<file path="src/rtl/serial_add_seq_if.sv">
// Operand request, full-adder cell link and result bundle
// for the bit-serial adder sequencer.
interface serial_add_seq_if #(
    parameter int N = 8
);
    logic         START;
    logic [N-1:0] A_IN;
    logic [N-1:0] B_IN;
    logic         CIN;
    logic         FA_A;
    logic         FA_B;
    logic         FA_C;
    logic         FA_S;
    logic         FA_CY;
    logic [N-1:0] SUM;
    logic         COUT;
    logic         BUSY;
    logic         DONE;

    // master is the environment: requester plus the full-adder cell
    modport master (
        output START, A_IN, B_IN, CIN, FA_S, FA_CY,
        input  FA_A, FA_B, FA_C, SUM, COUT, BUSY, DONE
    );

    modport slave (
        input  START, A_IN, B_IN, CIN, FA_S, FA_CY,
        output FA_A, FA_B, FA_C, SUM, COUT, BUSY, DONE
    );
endinterface

</file>
<file path="src/rtl/serial_add_seq.sv">
// Bit-serial N-bit adder sequencer driving an external
// combinational full-adder cell, one bit per clock.
module serial_add_seq #(
    parameter int N = 8
) (
    input logic            CLK,
    input logic            RST,
    serial_add_seq_if.slave bus
);
    localparam int CW = $clog2(N + 1);

    typedef enum logic {
        IDLE,
        SHIFT
    } state_t;

    state_t state_q;
    state_t state_d;

    logic [N-1:0]  a_sr;
    logic [N-1:0]  b_sr;
    logic [N-1:0]  ps_q;
    logic [N-1:0]  ps_next;
    logic          carry_q;
    logic [CW-1:0] cnt_q;
    logic [N-1:0]  sum_q;
    logic          cout_q;
    logic          done_q;
    logic          busy;
    logic          last;

    assign busy = (state_q == SHIFT);
    assign last = busy && (cnt_q == CW'(N - 1));

    // Partial sum fills from the MSB; N=1 has no upper slice to keep
    if (N == 1) begin : g_one
        assign ps_next = bus.FA_S;
    end else begin : g_multi
        assign ps_next = {bus.FA_S, ps_q[N-1:1]};
    end

    always_ff @(posedge CLK or posedge RST) begin
        if (RST) state_q <= IDLE;
        else     state_q <= state_d;
    end

    always_comb begin
        state_d = state_q;
        case (state_q)
            IDLE:    if (bus.START) state_d = SHIFT;
            SHIFT:   if (last)      state_d = IDLE;
            default: state_d = IDLE;
        endcase
    end

    always_ff @(posedge CLK or posedge RST) begin
        if (RST) begin
            a_sr    <= '0;
            b_sr    <= '0;
            ps_q    <= '0;
            carry_q <= 1'b0;
            cnt_q   <= '0;
            sum_q   <= '0;
            cout_q  <= 1'b0;
            done_q  <= 1'b0;
        end else begin
            done_q <= 1'b0;
            if (!busy) begin
                if (bus.START) begin
                    a_sr    <= bus.A_IN;
                    b_sr    <= bus.B_IN;
                    carry_q <= bus.CIN;
                    ps_q    <= '0;
                    cnt_q   <= '0;
                end
            end else begin
                a_sr    <= a_sr >> 1;
                b_sr    <= b_sr >> 1;
                ps_q    <= ps_next;
                carry_q <= bus.FA_CY;
                cnt_q   <= cnt_q + CW'(1);
                if (last) begin
                    sum_q  <= ps_next;
                    cout_q <= bus.FA_CY;
                    done_q <= 1'b1;
                end
            end
        end
    end

    assign bus.FA_A = busy & a_sr[0];
    assign bus.FA_B = busy & b_sr[0];
    assign bus.FA_C = busy & carry_q;
    assign bus.SUM  = sum_q;
    assign bus.COUT = cout_q;
    assign bus.BUSY = busy;
    assign bus.DONE = done_q;
endmodule

</file>
<file path="src/flat_wrapper.sv">
// flat-port wrapper written by rule: the top's interface ports become plain ports
module serial_add_seq_flat 
#(
    parameter int N = 8
)
  (CLK, RST, bus_START, bus_A_IN, bus_B_IN, bus_CIN, bus_FA_S, bus_FA_CY, bus_FA_A, bus_FA_B, bus_FA_C, bus_SUM, bus_COUT, bus_BUSY, bus_DONE);
  serial_add_seq_if #(.N(N)) bus_i ();
  input logic CLK;
  input logic RST;
  input wire logic [$bits(bus_i.START)-1:0] bus_START;
  input wire logic [$bits(bus_i.A_IN)-1:0] bus_A_IN;
  input wire logic [$bits(bus_i.B_IN)-1:0] bus_B_IN;
  input wire logic [$bits(bus_i.CIN)-1:0] bus_CIN;
  input wire logic [$bits(bus_i.FA_S)-1:0] bus_FA_S;
  input wire logic [$bits(bus_i.FA_CY)-1:0] bus_FA_CY;
  output wire logic [$bits(bus_i.FA_A)-1:0] bus_FA_A;
  output wire logic [$bits(bus_i.FA_B)-1:0] bus_FA_B;
  output wire logic [$bits(bus_i.FA_C)-1:0] bus_FA_C;
  output wire logic [$bits(bus_i.SUM)-1:0] bus_SUM;
  output wire logic [$bits(bus_i.COUT)-1:0] bus_COUT;
  output wire logic [$bits(bus_i.BUSY)-1:0] bus_BUSY;
  output wire logic [$bits(bus_i.DONE)-1:0] bus_DONE;
  assign bus_i.START = bus_START;
  assign bus_i.A_IN = bus_A_IN;
  assign bus_i.B_IN = bus_B_IN;
  assign bus_i.CIN = bus_CIN;
  assign bus_i.FA_S = bus_FA_S;
  assign bus_i.FA_CY = bus_FA_CY;
  assign bus_FA_A = bus_i.FA_A;
  assign bus_FA_B = bus_i.FA_B;
  assign bus_FA_C = bus_i.FA_C;
  assign bus_SUM = bus_i.SUM;
  assign bus_COUT = bus_i.COUT;
  assign bus_BUSY = bus_i.BUSY;
  assign bus_DONE = bus_i.DONE;
  serial_add_seq #(.N(N)) u_core (.CLK(CLK), .RST(RST), .bus(bus_i));
endmodule
</file>
<file path="config.mk">
export PLATFORM = sky130hd
export DESIGN_NAME = serial_add_seq_flat
export DESIGN_NICKNAME = d
export VERILOG_FILES = /design/src/rtl/serial_add_seq_if.sv /design/src/rtl/serial_add_seq.sv /design/src/flat_wrapper.sv
export SDC_FILE = /design/constraint.sdc
export NUM_CORES = 1
export LEC_CHECK = 0
export CAP_MARGIN = 40
export CORE_MARGIN = 5
export CORE_UTILIZATION = 45
export CTS_CLUSTER_DIAMETER = 80
export DETAILED_ROUTE_END_ITERATION = 16
export PLACE_DENSITY_LB_ADDON = 0.05
export RECOVER_POWER = 50
export SLEW_MARGIN = 40
export SYNTH_ARGS = -nofsm -noshare
export SYNTH_HDL_FRONTEND = slang
export SYNTH_SLANG_ARGS = --single-unit
</file>
<file path="constraint.sdc">
create_clock -name CLK -period 1.24 [get_ports CLK]
set_input_delay 0.372 -clock CLK [delete_from_list [all_inputs] [get_ports CLK]]
set_output_delay 0.372 -clock CLK [all_outputs]
set_load 0.05 [all_outputs]
</file>
==> qor.txt, run 1 <==
DR WL/cell = 14.1 microns
Worst Skew = 0.00506 ns
Initial antenna violation count = 0
Syn nets = 166
Status = complete, but fails checks
Maximum VDD drop = 0.00138 V
Worst R2R Setup Slack = -0.03 ns
Power Dens Cells = 2640 mW/mm^2
H-tree depth = 2
DRC = 0
Main area contributors after synthesis = dfrtp_1 (58%), mux2i_1 (11%), o21ai_0 (6.2%), nand2_1 (4.6%), mux2_4 (4.4%)
Total track usage = 14.9%
Most common cell in the netlist = dfrtp_1
Minimum clock period = 1.52 ns
Core area = 0.00366 sq mm
Nets@finish = 217
# diodes = 0
Initial detailed-routing violation count = 55
Layout Area Growth over Synthesis = 51.8%
Synthesized instance count = 143
Detailed placement HPWL = 2380 microns
Crit Path Max Fanout = 5
YS warnings = 0
Port-buffer cells = 35
Required @ worst endpoint = 0.87 ns
DRT antenna net count = 0
Die Wd = 71.4 microns
Die Y = 71.4 microns
Min-Delay Path Class = in2reg
Critical Path AT = 1.15 ns
Critical path type = reg2out
Adder-cell share of the synthesized area = 0.737%
Worst-margin pin slew = 0.521 ns
Final wirelength = 3430 microns
Share of layout cells above drive strength 1 = 31.8%
Endpoints failing setup = 9
Area leader, netlist = dfrtp_1
Hold Vio Cnt, Final = 0
Main synth FF type = dfrtp_1
Clk buf depth = 2
Final Max Tran Viols = 0
Final Worst Setup Slack = -0.285 ns
Largest net degree at the start of global routing = 40
Via/cell ratio = 4.94
Router iterations before antenna repair = 4
Total grt overflow = 0
Yosys cell types = 21
Post-layout util = 70.3%
Root buffer cell = clkbuf_8
Violated checks = negative setup slack
Fraction of synthesized area in multiplexers = 17.7%
First-pass GRT wire length = 6030 microns
Largest stage delay on the critical path = 0.45 ns
Post-synth EDFFs = 0
Inserted Clock Buffers = 5
RSZ-0062 raised after global routing = yes
Clk sinks = 39
Fin crit share = 123%
# fillers = 279
Slew Limit Headroom = 65.3%
Syn Area/Cell = 11.9 sq um
# IOs = 36
Clock Pin Slew Worst Setup and Hold Paths = 0.07 ns
Synth top cells by count = dfrtp_1 (39), nand2_1 (21), o21ai_0 (21), mux2i_1 (18), nand2b_1 (7)
Critical Path Sink Type = output pin
Clk_lat worst skew = 0.28 ns
CP Cell Sequence = buf_12 -> and2_4 -> buf_12
CTS tree = built
Xor and xnor fraction of the mapped netlist area = 1.03%
Total power = 6.79 mW
Hold_ws = 0.457 ns
Largest family of logic cells by synthesized area = multiplexers
Seq/Total Area, Yosys = 57.5%
Cell Area, Synth = 0.00170 sq mm
Routability cong. = 0.742
#FFs+latches synth = 39
Post-synthesis async set-or-reset flop share = 100%
Num rows = 22
Fmax = 0.656 GHz
Crit path top cell by count = buf_12
DR vias = 1200
Max Cap Violations = 0
Die Area = 0.00510 sq mm
Vias in the first global route = 1281
Post-Synth Simple-Gate Area = 11.4%
Setup crit start kind = flip-flop
Initial core utilization = 46.3%
CP max-delay cell = dfrtp_2
Leakage = 1.21 nW
Yosys top cell area share = 57.5%
Compound-Gate Fraction of Synth Area = 8.26%
==> timing repair <==
action | 4_1_cts | 5_1_grt
buffers inserted | 5 | 2
pin swaps | 1 | 2
endpoints found under the setup margin | 20 | 29
hold buffers | 0 | 0
gates resized for setup | 6 | 13
endpoints found under the hold margin | 0 | 0
cloned | 1 | 0
==> power by group <==
| part | leakage, nW | switching, mW | total [mW] | internal [mW] |
|---|---|---|---|---|
| registers | 0.497 | 0.439 | 2.23 | 1.79 |
| logic | 0.652 | 1.58 | 3.48 | 1.90 |
| clock network | 0.0612 | 0.432 | 1.08 | 0.651 |
==> kinds of logic after synthesis <==
| logic type | Yosys count |
|---|---|
| compound gates | 25 |
| xor+xnor | 2 |
| fa+ha+maj | 1 |
| buf+inv | 11 |
| flops | 39 |
| mux | 27 |
| simple gates | 38 |
==> registers in the layout, summed over array words and instances, names as in the netlist <==
register         count
u_core.bus.SUM       8
u_core.b_sr          8
u_core.ps_q          7
u_core.bus.DONE      1
u_core.cnt_q         4
u_core.a_sr          8
u_core.bus.BUSY      1
u_core.bus.COUT      1
u_core.carry_q       1
==> cell usage in the layout (no fill, tap or decap), drive strengths merged <==
| cell | synthesis | layout |
|---|---|---|
| clkinvlp | 0 | 1 |
| inv | 2 | 1 |
| clkinv | 0 | 1 |
| ha | 1 | 1 |
| bufinv | 0 | 1 |
| clkbuf | 2 | 8 |
| nor2 | 4 | 4 |
| o21ai | 21 | 21 |
| nor2b | 1 | 1 |
| mux2i | 18 | 18 |
| xor2 | 1 | 1 |
| xnor2 | 1 | 1 |
| nand2b | 7 | 7 |
| mux2 | 9 | 9 |
| nand3 | 2 | 2 |
| dfrtp | 39 | 39 |
| bufbuf | 0 | 1 |
| a22o | 4 | 4 |
| dlygate4sd3 | 0 | 1 |
| buf | 7 | 30 |
| nand2 | 21 | 21 |
| clkdlybuf4s50 | 0 | 19 |
| and2 | 3 | 3 |
==> critical path: cells and delay by family, from the launching register on <==
kind	cells	cell delay, ns
simple gates	1	0.14
flops	1	0.45
buf+inv	2	0.28
==> final timing paths <==
path                       depth (start not counted)       startpoint                end
max                                                3  u_core.bus.BUSY           bus_FA_B
min                                                3        bus_START    u_core.bus.BUSY
max reg2reg                                        4  u_core.bus.BUSY  u_core.bus.SUM[4]
min reg2reg                                        2   u_core.b_sr[2]     u_core.b_sr[1]
max in group asynchronous                          3              RST    u_core.bus.BUSY
min in group asynchronous                          3              RST     u_core.a_sr[4]
==> through the flow <==
step	TNS [ns]	cells	worst slack, ns	instance area, sq um
global placement	-7.05	229	-0.280	2340
CTS	-1.36	243	-0.298	2550
detailed placement	-8.00	229	-0.325	2340
global route	-1.74	243	-0.323	2570
finish	-1.21	243	-0.285	2570
floorplan	-2.15	143	-0.212	1720
==> final cells by class <==
class | instances | area, sq um | area share [%]
Tap cell | 48 | 60.1 | 2.33
Timing Repair Buffer | 53 | 699 | 27.2
Clock buffer | 6 | 82.6 | 3.21
Clock inverter | 2 | 35.0 | 1.36
Multi-Input combinational cell | 93 | 702 | 27.3
Inverter | 2 | 18.8 | 0.729
Sequential cell | 39 | 977 | 37.9
==> metal layers <==
| metal | global-route usage, % | up-vias | part of all wire [%] |
|---|---|---|---|
| met5 | 0 | - | 0 |
| met4 | 4.38 | 0 | 1.0 |
| met3 | 5.19 | 5 | 4.9 |
| met2 | 25.1 | 26 | 52 |
| met1 | 18.1 | 584 | 42 |
| li1 | - | 585 | - |
No activity file was read; power rests on OpenSTA's default activity.
==> run 2: changes to the inputs <==
--- a/config.mk
+++ b/config.mk
@@ -6,7 +6,6 @@
 export NUM_CORES = 1
 export LEC_CHECK = 0
 export CAP_MARGIN = 40
-export CORE_MARGIN = 5
 export CORE_UTILIZATION = 45
 export CTS_CLUSTER_DIAMETER = 80
 export DETAILED_ROUTE_END_ITERATION = 16
==> qor.txt, run 2 (synthesis gave the netlist of run 1 again) <==
Die Wd = 63.4 microns (-11%)
Fmax = 0.645 GHz (-1.6%)
Fin crit share = 125% (+2.0 points)
Slew Limit Headroom = 70.2% (+4.9 points)
Num rows = 21 (-4.5%)
Setup crit start kind = flip-flop
Leakage = 1.27 nW (+5.0%)
Nets@finish = 229 (+5.5%)
Initial detailed-routing violation count = 39 (-29%)
Largest net degree at the start of global routing = 27 (-33%)
Root buffer cell = clkbuf_8
RSZ-0062 raised after global routing = yes
Clk_lat worst skew = 0.29 ns (about the same)
Required @ worst endpoint = 0.87 ns (about the same)
Total track usage = 21.3% (+6.3 points)
Most frequent cells in the layout = dfrtp_1 (38), nand2_1 (21), clkdlybuf4s50_1 (19), buf_4 (19), mux2i_1 (18)
Router iterations before antenna repair = 4 (unchanged)
Maximum VDD drop = 0.00175 V (+27%)
Routability cong. = 0.725 (-2.4%)
Status = complete, but fails checks
Die Y = 63.4 microns (-11%)
Met3 GRT Util = 5.25% (+0.064 points)
Non-Filler Instances = 253 (+4.1%)
Power Dens Cells = 2630 mW/mm^2 (-0.30%)
DR vias = 1306 (+8.8%)
Final wirelength = 4010 microns (+17%)
FF-to-FF path depth = 6 (+2)
Global Route met1 Usage = 25.7% (+7.5 points)
CP Buf/Inv Count = 2 (unchanged)
Hold_ws = 0.448 ns (-0.00915 ns)
Worst Skew = 0.00874 ns (+0.00368 ns)
Hold Vio Cnt, Final = 0 (unchanged)
Clk sinks = 39 (unchanged)
CTS tree = built
DR WL/cell = 15.9 microns (+12%)
First-pass GRT wire length = 6400 microns (+6.1%)
Hold buffer count at CTS = 0 (unchanged)
Share of layout cells above drive strength 1 = 35.7% (+4.0 points)
Core area = 0.00347 sq mm (-5.3%)
Endpoints failing setup = 18 (+9)
Via/cell ratio = 5.16 (+4.5%)
Total grt overflow = 0 (unchanged)
Max Cap Violations = 0 (unchanged)
Detailed placement HPWL = 2470 microns (+4.0%)
Worst R2R Setup Slack = -0.30 ns (-0.27 ns)
# diodes = 0 (unchanged)
Final Max Tran Viols = 0 (unchanged)
CP Cell Sequence = buf_6 -> and2_4 -> buf_12
CP max-delay cell = dfrtp_2
Crit Path Max Fanout = 4 (-1)
Most Crowded Layer GR = met2
Critical R2R Capture = u_core.bus.SUM[5]
Critical path type = reg2out
Layout Area Growth over Synthesis = 56.4%
Violated checks = negative setup slack
Minimum clock period = 1.55 ns (+0.0244 ns)
DRT antenna net count = 0 (unchanged)
Crit-path leading delay family = flip-flops
DP Cell Count = 230 (+0.44%)
Initial antenna violation count = 0 (unchanged)
Initial core utilization = 48.9% (+2.6 points)
Final Worst Setup Slack = -0.309 ns (-0.0244 ns)
Critical Path AT = 1.18 ns (+0.03 ns)
Port-buffer cells = 35 (unchanged)
DRC = 0 (unchanged)
Clk buf depth = 2 (unchanged)
Clock Pin Slew Worst Setup and Hold Paths = 0.08 ns (about the same)
Vias in the first global route = 1359 (+6.1%)
Die Area = 0.00402 sq mm (-21%)
Most common cell after layout, fill and taps aside = dfrtp_1
M2 GR Usage = 35.8% (+11 points)
Worst reg2reg startpoint = u_core.bus.BUSY
Worst-margin pin slew = 0.447 ns (-0.0737 ns)
Total power = 6.98 mW (+2.8%)
H-tree depth = 2 (unchanged)
Critical Path Sink Type = output pin
Largest stage delay on the critical path = 0.45 ns (about the same)
# IOs = 36 (unchanged)
Inserted Clock Buffers = 5 (unchanged)
Min-Delay Path Class = in2async
==> run 2: cell types whose count changed in the layout (fill, tap and decap cells not counted), moves of 3 or more <==
cell | before | now
mux2_2 | 4 | 0
buf_4 | 11 | 19
mux2_4 | 5 | 9
buf_6 | 1 | 4
==> run 2: worst max path at each step <==
stage | start | to | slack [ns] | cells after the start
finish | u_core.bus.BUSY | bus_FA_C | -0.31 | 3
global route | u_core.bus.BUSY | u_core.bus.SUM[3] | -0.34 | 6
CTS | u_core.bus.BUSY | bus_FA_C | -0.30 | 3
detailed placement | bus_START | u_core.a_sr[1] | -0.35 | 4
global placement | bus_START | u_core.a_sr[2] | -0.27 | 4
floorplan | u_core.bus.BUSY | u_core.bus.SUM[2] | -0.21 | 5
==> run 2: layout make-up <==
type                    count  area [sq um]
repair buffers             65           805
clock buffers               5          68.8
well taps                  46          57.6
fillers                   233           815
inverters                   2          16.3
multi-input cells          93           709
flip-flops and latches     39           977
clock inverters             3          20.0
==> run 2: timing repair <==
action                                  CTS  global route
pin swaps                                 0             5
cloned                                    1             1
resized for setup                         7            17
setup buffers                             7             6
endpoints found under the setup margin   22            29
==> run 2: power breakdown <==
| part | total (mW) | internal [mW] | switching [mW] |
|---|---|---|---|
| combinational | 3.90 | 2.15 | 1.74 |
| clock | 0.839 | 0.391 | 0.448 |
| sequential | 2.24 | 1.79 | 0.455 |
| total | 6.98 | 4.34 | 2.65 |
==> run 2: per-layer routing <==
layer	vias up	part of all wire, %
li1	609	-
met1	661	41
met2	31	54
met3	5	3.5
met4	0	1.4
met5	-	0
==> run 2: through the flow <==
stage                     area, sq um  setup slack [ns]  utilization [%]  setup TNS, ns
after floorplan                  1720            -0.212                -          -2.15
after global placement           2360            -0.272             68.1          -6.50
after detailed placement         2360            -0.350             68.1          -7.46
after CTS                        2570            -0.295             74.0          -2.05
after global routing             2650            -0.337             76.5          -4.64
final                            2650            -0.309             76.5          -3.60
==> run 3: changes to the inputs <==
--- a/config.mk
+++ b/config.mk
@@ -6,6 +6,7 @@
 export NUM_CORES = 1
 export LEC_CHECK = 0
 export CAP_MARGIN = 40
+export CORE_MARGIN = 3
 export CORE_UTILIZATION = 45
 export CTS_CLUSTER_DIAMETER = 80
 export DETAILED_ROUTE_END_ITERATION = 16
==> qor.txt, run 3 (synthesis gave the netlist of run 1 again) <==
First-pass GRT wire length = 5460 microns (-15%)
Vias in the first global route = 1213 (-11%)
Fmax = 0.670 GHz (+3.8%)
Port-buffer cells = 35 (unchanged)
Largest stage delay on the critical path = 0.42 ns (-0.03 ns)
Required @ worst endpoint = 0.87 ns (about the same)
Min-Delay Path Class = reg2reg
Final Worst Setup Slack = -0.253 ns (+0.0565 ns)
CP Cell Sequence = buf_12 -> and2_4 -> buf_12
DRC = 0 (unchanged)
Minimum clock period = 1.49 ns (-0.0565 ns)
Slew Limit Headroom = 65.2% (-4.9 points)
Final wirelength = 3380 microns (-16%)
Initial core utilization = 48.5% (-0.37 points)
DP Cell Count = 227 (-1.3%)
FF-to-FF path depth = 6 (unchanged)
Total grt overflow = 0 (unchanged)
Setup crit start kind = flip-flop
Critical Path Sink Type = output pin
Status = complete, but fails checks
Critical Path AT = 1.12 ns (-0.06 ns)
Endpoints failing setup = 15 (-3)
Worst Skew = 0.00331 ns (-0.00543 ns)
Routability cong. = 0.757 (+4.4%)
Crit-path leading delay family = flip-flops
Power Dens Cells = 2610 mW/mm^2 (-0.61%)
Critical R2R Capture = u_core.bus.SUM[4]
Share of layout cells above drive strength 1 = 32.3% (-3.4 points)
Layout Area Growth over Synthesis = 51.8%
Total power = 6.73 mW (-3.6%)
Nets@finish = 223 (-2.6%)
Worst-margin pin slew = 0.522 ns (+0.0741 ns)
# diodes = 0 (unchanged)
Register Area = 977 sq um (unchanged)
Hold wc startpoint = u_core.a_sr[1]
CP max-delay cell = dfrtp_2
Die Area = 0.00454 sq mm (+13%)
Clk buf depth = 2 (unchanged)
Largest net degree at the start of global routing = 40 (+48%)
CTS tree = built
DR vias = 1224 (-6.3%)
Worst Hold End = u_core.a_sr[0]
Worst reg2reg startpoint = u_core.bus.BUSY
Violated checks = negative setup slack
Inserted Clock Buffers = 5 (unchanged)
Worst hold path cell count = 2
Core area = 0.00349 sq mm (+0.76%)
Die Y = 67.4 microns (+6.3%)
DR WL/cell = 13.7 microns (-14%)
Non-Filler Instances = 247 (-2.4%)
Final Max Tran Viols = 0 (unchanged)
Most frequent cells in the layout = dfrtp_1 (38), nand2_1 (21), clkdlybuf4s50_1 (19)
Initial detailed-routing violation count = 45 (+15%)
Initial antenna violation count = 0 (unchanged)
Hold Vio Cnt, Final = 0 (unchanged)
# fillers = 241 (+3.4%)
Die Wd = 67.4 microns (+6.3%)
Most common cell after layout, fill and taps aside = dfrtp_1
RSZ-0062 raised after global routing = yes
Area of the multi-input gates = 711 sq um (+0.18%)
Hold buffer count at CTS = 0 (unchanged)
Clk sinks = 39 (unchanged)
Leakage = 1.23 nW (-2.8%)
Fin crit share = 120% (-4.6 points)
Critical path type = reg2out
Total track usage = 16.4% (-4.8 points)
Root buffer cell = clkbuf_8
DRT antenna net count = 0 (unchanged)
H-tree depth = 2 (unchanged)
Crit path top cell by count = buf_12
CP Buf/Inv Count = 2 (unchanged)
Clock Pin Slew Worst Setup and Hold Paths = 0.07 ns (about the same)
Num rows = 21 (unchanged)
Router iterations before antenna repair = 4 (unchanged)
Detailed placement HPWL = 2320 microns (-6.3%)
# IOs = 36 (unchanged)
Worst R2R Setup Slack = -0.19 ns (+0.11 ns)
Via/cell ratio = 4.96 (-4.0%)
Maximum VDD drop = 0.00176 V (+0.91%)
Clk_lat worst skew = 0.29 ns (about the same)
Crit Path Max Fanout = 5 (+1)
Max Cap Violations = 0 (unchanged)
[run 3: worst min-delay path, delay by kind of cell, from the launching register on]
family,cells,cell delay (ns)
simple gates,1,0.05
compound gates,1,0.06
flops,1,0.35
[run 3: per-layer routing]
layer	vias up	wire (microns)	GRT usage (%)	share of wire, %
li1	602	-	-	-
met1	587	1470	19.9	43
met2	27	1690	27.5	50
met3	8	166	4.49	4.9
met4	0	52	6.84	1.5
met5	-	0	0	0
[run 3: layout make-up]
cell class	count	share of cell area, %
Sequential cell	39	37.9
Multi-Input combinational cell	93	27.6
Clock buffer	7	2.96
Tap cell	46	2.24
Inverter	2	0.729
Timing Repair Buffer	59	28.3
Clock inverter	1	0.194
[run 3: how the worst max path moves through the flow]
stage | start | to | slack, ns | cells past startpoint
6_report | u_core.bus.BUSY | bus_FA_A | -0.25 | 3
5_1_grt | u_core.bus.BUSY | bus_FA_C | -0.28 | 3
4_1_cts | u_core.bus.BUSY | bus_FA_A | -0.26 | 3
3_5_place_dp | bus_START | u_core.b_sr[1] | -0.35 | 4
3_3_place_gp | bus_START | u_core.b_sr[6] | -0.27 | 4
2_1_floorplan | u_core.bus.BUSY | u_core.bus.SUM[2] | -0.21 | 5
[run 3: report_power, final]
part           total, mW  internal, mW  leakage (nW)  switching, mW
Combinational       3.71          2.07         0.695           1.64
Sequential          2.23          1.79         0.497          0.435
Clock              0.801         0.394        0.0422          0.407
Total               6.73          4.25          1.23           2.48
[run 3: what timing repair did]
action                     in CTS  in global routing
setup buffers                   6                  6
setup endpoints to repair      22                 34
resized for setup               9                 14
pin swaps                       1                  4
[run 3: metrics by stage]
stage / hold slack (ns) / setup WS, ns / utilization (%) / TNS, ns / area, sq um
floorplan: 0.344 / -0.212 / - / -2.15 / 1720
global placement: 0.460 / -0.274 / 67.0 / -6.07 / 2340
detailed placement: 0.470 / -0.354 / 67.0 / -7.40 / 2340
CTS: 0.479 / -0.265 / 71.3 / -1.78 / 2490
global route: 0.520 / -0.282 / 73.7 / -3.03 / 2570
finish: 0.484 / -0.253 / 73.7 / -2.42 / 2570
